==> config.mk <==
export PLATFORM = sky130hd
export DESIGN_NAME = board_mem_ctrl
export DESIGN_NICKNAME = d
export VERILOG_FILES = /design/src/rtl/board_mem_ctrl.sv
export SDC_FILE = /design/constraint.sdc
export NUM_CORES = 1
export LEC_CHECK = 0
export CORE_ASPECT_RATIO = 1.5
export CORE_MARGIN = 2
export CORE_UTILIZATION = 25
export DETAILED_ROUTE_END_ITERATION = 8
export SYNTH_ARGS = -nofsm -noshare
export SYNTH_HDL_FRONTEND = slang
export SYNTH_SLANG_ARGS = --single-unit
==> constraint.sdc <==
create_clock -name i_pclk -period 6.25 [get_ports i_pclk]
set_input_delay 1.25 -clock i_pclk [delete_from_list [all_inputs] [get_ports i_pclk]]
set_output_delay 1.25 -clock i_pclk [all_outputs]
set_load 0.01 [all_outputs]
==> src/rtl/board_mem_ctrl.sv <==
// Board-state memory owner: a 256x4 single-port array that gives the renderer absolute priority.
// Clear writes, game-logic writes and game-logic reads share the cycles the renderer leaves free.
module board_mem_ctrl #(
    parameter int unsigned CELLS  = 256,
    parameter int unsigned DATA_W = 4
) (
    input  logic              i_pclk,
    input  logic              i_rst_n,
    input  logic              i_rd_en,
    input  logic [7:0]        i_rd_addr,
    output logic [DATA_W-1:0] o_rd_data,
    input  logic              i_wr_req,
    input  logic [7:0]        i_wr_addr,
    input  logic [DATA_W-1:0] i_wr_data,
    output logic              o_wr_ack,
    input  logic              i_lr_req,
    input  logic [7:0]        i_lr_addr,
    output logic [DATA_W-1:0] o_lr_data,
    output logic              o_lr_valid,
    input  logic              i_clr,
    input  logic [DATA_W-1:0] i_clr_value,
    output logic              o_busy,
    output logic              o_clr_done
);

    typedef enum logic [1:0] {StIdle, StClear, StDone} state_e;

    state_e            state_q;
    logic [7:0]        cnt_q;
    logic [DATA_W-1:0] fill_q;
    logic              blackout_q;
    logic [DATA_W-1:0] rd_data_q;
    logic [DATA_W-1:0] lr_data_q;
    logic              wr_ack_q;
    logic              lr_valid_q;
    logic              clr_done_q;

    logic [DATA_W-1:0] mem [CELLS];

    logic              gl_free;
    logic              wr_grant;
    logic              lr_grant;
    logic              clr_we;
    logic              mem_we;
    logic [7:0]        mem_waddr;
    logic [DATA_W-1:0] mem_wdata;

    always_comb begin
        // A clear request in the same idle cycle takes precedence over game-logic traffic.
        gl_free   = !i_rd_en && (state_q == StIdle) && !blackout_q && !i_clr;
        wr_grant  = gl_free && i_wr_req;
        lr_grant  = gl_free && i_lr_req && !i_wr_req;
        clr_we    = !i_rd_en && (state_q == StClear);
        mem_we    = i_rst_n && (clr_we || wr_grant);
        mem_waddr = clr_we ? cnt_q : i_wr_addr;
        mem_wdata = clr_we ? fill_q : i_wr_data;
    end

    // Array is deliberately not reset; a reset cycle suppresses any write.
    always_ff @(posedge i_pclk) begin
        if (mem_we) begin
            mem[mem_waddr] <= mem_wdata;
        end
    end

    always_ff @(posedge i_pclk) begin
        if (!i_rst_n) begin
            state_q    <= StIdle;
            cnt_q      <= 8'd0;
            fill_q     <= '0;
            blackout_q <= 1'b0;
            rd_data_q  <= '0;
            lr_data_q  <= '0;
            wr_ack_q   <= 1'b0;
            lr_valid_q <= 1'b0;
            clr_done_q <= 1'b0;
        end else begin
            blackout_q <= wr_grant || lr_grant;
            wr_ack_q   <= wr_grant;
            lr_valid_q <= lr_grant;
            clr_done_q <= (state_q == StDone);
            if (i_rd_en) begin
                rd_data_q <= mem[i_rd_addr];
            end
            if (lr_grant) begin
                lr_data_q <= mem[i_lr_addr];
            end
            unique case (state_q)
                StIdle: begin
                    if (i_clr) begin
                        fill_q  <= i_clr_value;
                        cnt_q   <= 8'd0;
                        state_q <= StClear;
                    end
                end
                StClear: begin
                    if (!i_rd_en) begin
                        cnt_q <= cnt_q + 8'd1;
                        if (cnt_q == 8'(CELLS - 1)) begin
                            state_q <= StDone;
                        end
                    end
                end
                StDone: begin
                    state_q <= StIdle;
                end
                default: begin
                    state_q <= StIdle;
                end
            endcase
        end
    end

    assign o_rd_data  = rd_data_q;
    assign o_lr_data  = lr_data_q;
    assign o_wr_ack   = wr_ack_q;
    assign o_lr_valid = lr_valid_q;
    assign o_clr_done = clr_done_q;
    assign o_busy     = (state_q != StIdle);

endmodule
==> flow_summary.ini <==
[timing]
setup_viol_count_final = 0
headroom_to_the_max_slew_limit_pct = 4.014
unrepaired_setup_endpoints_after_global_routing = no
fmaxAchievable_mhz = 203.2
fin_tns_setup_ns = 0
final_period_util_pct = 78.74
final.hold.worst_slack_ns = 0.4664
worstMarginPinSlew_ns = 1.403
timing_hold_violations_final = 0
final_max_slew_viol_count = 0
period_needed_ns = 4.921
finalClockSkew_ns = 0.04941

[setup_path]
endpoint_kind = flop
reg_to_reg_end = mem[27][2]
worstPathMaxFanout = 21
worst_r2r_startpoint = state_q[1]
path_class = input port to flop
launching_instance_or_port_of_the_critical_path = i_rd_addr[2]
worstPathRequired_ns = 6.93
critical_path.startpoint_type = input port
critPathArrivalTime_ns = 5.60
r2r_setup_slack_ns = 2.56
rr_worst_depth = 6

[global_route]
grt_first_pass_wirelength_mm = 242.6
grt_pass1_vias = 32410
gr-total-overflow = 0
initial_antenna_violation_count = 11
groute.usage.overall_pct = 16.52
grt_max_degree = 124

[synthesis]
yosys-top-cells-count = 1024 x edfxtp_1, 369 x mux4_2, 302 x mux2i_1
synth_adder_area_share_pct = 0.02472
yosysTopAreaCell = edfxtp_1
synth_xor_area_share_pct = 0.05192
yosysWarnings = 0
synth-compound-area-share_pct = 6.436
synth_seq_area_share_pct = 61.79
synth_top_area_cells = edfxtp_1 61%, mux4_2 16%, mux2i_1 6.0%
muxShareOfSynthArea_pct = 22.96
yosys.area_share.simple_pct = 5.682
most_instantiated_library_cell_after_synthesis = edfxtp_1
synth_cell_types = 76
mappedNetlistArea_mm2 = 0.05060
ys_async_sr_fraction_pct = 0
avgSynthCellArea_um2 = 16.55
ys.flop_type = edfxtp_1
number_of_enable_type_register_cells_in_the_synthesized_netlist = 1024
share_of_the_synthesized_area_in_the_top_cell_type_pct = 60.76
mappedNetlistNets = 3097
combinational_family_with_the_most_area_after_synthesis = multiplexers
synth_seq_cells = 1050
synthCells = 3058

[clock_network]
tritoncts = done
worst_setup_hold_path_clk_slew_ns = 0.07
cts-root-buf = clkbuf_16
cts.sink_count = 1050
cts_buffers = 93
cts_max_level = 3
cts_buffer_depth = 3
cts.repair_timing.setup_buffer_count = 0
cts.hold.buffers_added = 0
cts-resized-gates = 0
clk_latency_ns = 0.74

[place]
place.port_buffers = 49
place.detailed.hpwl_mm = 120.9
finalWeightedCongestion = 0.9297
dpl.cell_count = 5644

[drt]
wl_per_cell_um = 29.78
drt_drc_violations_left = 0
drt_wl_total_mm = 173.4
router_iterations_before_antenna_repair = 8
route.detailed.vias_per_inst = 5.358
drtAntennaViolNets = 0
route.vias.total = 31200
initialDrtViolationCount = 3348

[pwr]
power.ir.vdd_worst_v = 0.0001975
p_per_area_mw_per_mm2 = 262.1
power.leakage_nw = 17.54

[die]
die_area_mm2 = 0.2061
start_util_pct = 25.12
design.core.area_mm2 = 0.2014
num_io_pins = 50
die_w_um = 371.4
core_rows = 202
die_h_um = 555.0

[hold_path]
hold_depth = 2
hold_start = fill_q[0]
hp-class = flop to flop
worst_hold_path.endpoint = fill_q[0]

[final_layout]
final_layout_size_suffix_gt1_share_pct = 21.07
area_growth_syn_to_layout_pct = 12.65
stdcell_count = 5822
design.final.nets = 3126

[status]
run_status = completed

[job]
max_cap_viol_count = 0
[routing by layer]
layer,GRT usage [%],vias up,wire length [um]
li1,-,12730,-
met1,17.33,16320,57270
met2,29.28,1625,89090
met3,2.820,516,11770
met4,12.55,6,15220
met5,0,-,37
[flip-flops by register name, summed over array words and instances (netlist names)]
register,cells
cnt_q,8
o_lr_valid,1
o_rd_data,4
state_q,2
o_wr_ack,1
o_lr_data,4
o_clr_done,1
blackout_q,1
mem,1024
fill_q,4
[worst max-delay path by stage]
stage | end | slack [ns] | cells past startpoint
floorplan | mem[0][0] | 0.27 | 5
global placement | o_rd_data[3] | 0.64 | 8
detailed placement | o_rd_data[3] | 0.97 | 9
CTS | o_rd_data[3] | 1.73 | 9
global route | o_rd_data[2] | 1.34 | 10
finish | o_rd_data[2] | 1.33 | 10
[power breakdown]
group | total, mW | switching, mW | internal, mW
clock | 5.76 | 2.74 | 3.02
sequential | 7.80 | 0.0146 | 7.78
combinational | 1.38 | 0.915 | 0.465
[layout by cell type (no fill, tap or decap), types with 9 or more instances in the layout]
master,synthesis,routed
a2111oi_0,12,9
a211oi_1,39,39
a21boi_0,12,11
a21oi_1,43,43
a221oi_1,19,19
a22o_1,23,23
a22oi_1,44,44
a31oi_1,12,12
and2_1,13,13
buf_12,8,18
buf_4,45,97
clkbuf_1,86,10
clkbuf_16,0,93
clkdlybuf4s50_1,0,41
clkinv_1,1,20
clkinv_2,0,19
clkinvlp_4,0,9
dfxtp_1,26,26
edfxtp_1,1024,1024
mux2i_1,302,302
mux4_1,10,10
mux4_2,369,369
nand2_1,144,140
nand2b_1,9,9
nand3_1,55,55
nand3b_1,25,25
nor2_1,296,293
nor2b_1,18,17
nor3_1,21,21
nor4_1,11,11
o2111ai_1,9,9
o211ai_1,25,25
o21ai_0,36,36
o221ai_1,48,48
o22ai_1,84,84
o31ai_1,9,9
[kinds of logic (layout without fill, tap and decap cells)]
kind of cell | count (synthesis) | after routing
adders and majority gates | 1 | 1
DFF | 1050 | 1050
AOI/OAI and AO/OA | 447 | 447
xor gates and xnor gates | 3 | 3
and+or+nand+nor | 639 | 639
buffers and inverters | 235 | 343
muxes | 683 | 683
other | 0 | 4
[worst max-delay path, stage by stage]
cell	delay [ns]
buf_2	0.78
buf_4	0.39
nand3b_1	0.46
buf_4	0.38
o22ai_1	0.20
a211oi_1	0.07
a22oi_1	0.93
o211ai_1	0.20
nor3_1	0.66
a221o_1	0.20
[final cells by class]
class	instances	area (um^2)
antenna	4	10.01
clock buffer	103	2365
clock inverter	71	608.1
fill	19980	144400
inverter	5	18.77
multi-input combinational	1773	17830
sequential	1050	31270
tap	2652	3318
timing repair buffer	164	1584
[per-stage QoR]
| stage | setup WS [ns] | cell area [um^2] | power (mW) | utilization, % |
|---|---|---|---|---|
| after floorplan | 0.2726 | 50600 | 8.825 | - |
| after global placement | 0.6443 | 54000 | 9.305 | 26.81 |
| after detailed placement | 0.9723 | 54020 | 9.314 | 26.82 |
| after CTS | 1.732 | 57000 | 15.00 | 28.30 |
| after global routing | 1.338 | 57000 | 15.29 | 28.30 |
| final | 1.329 | 57010 | 14.94 | 28.30 |
Note: power is estimated with default switching activity, not from simulation.
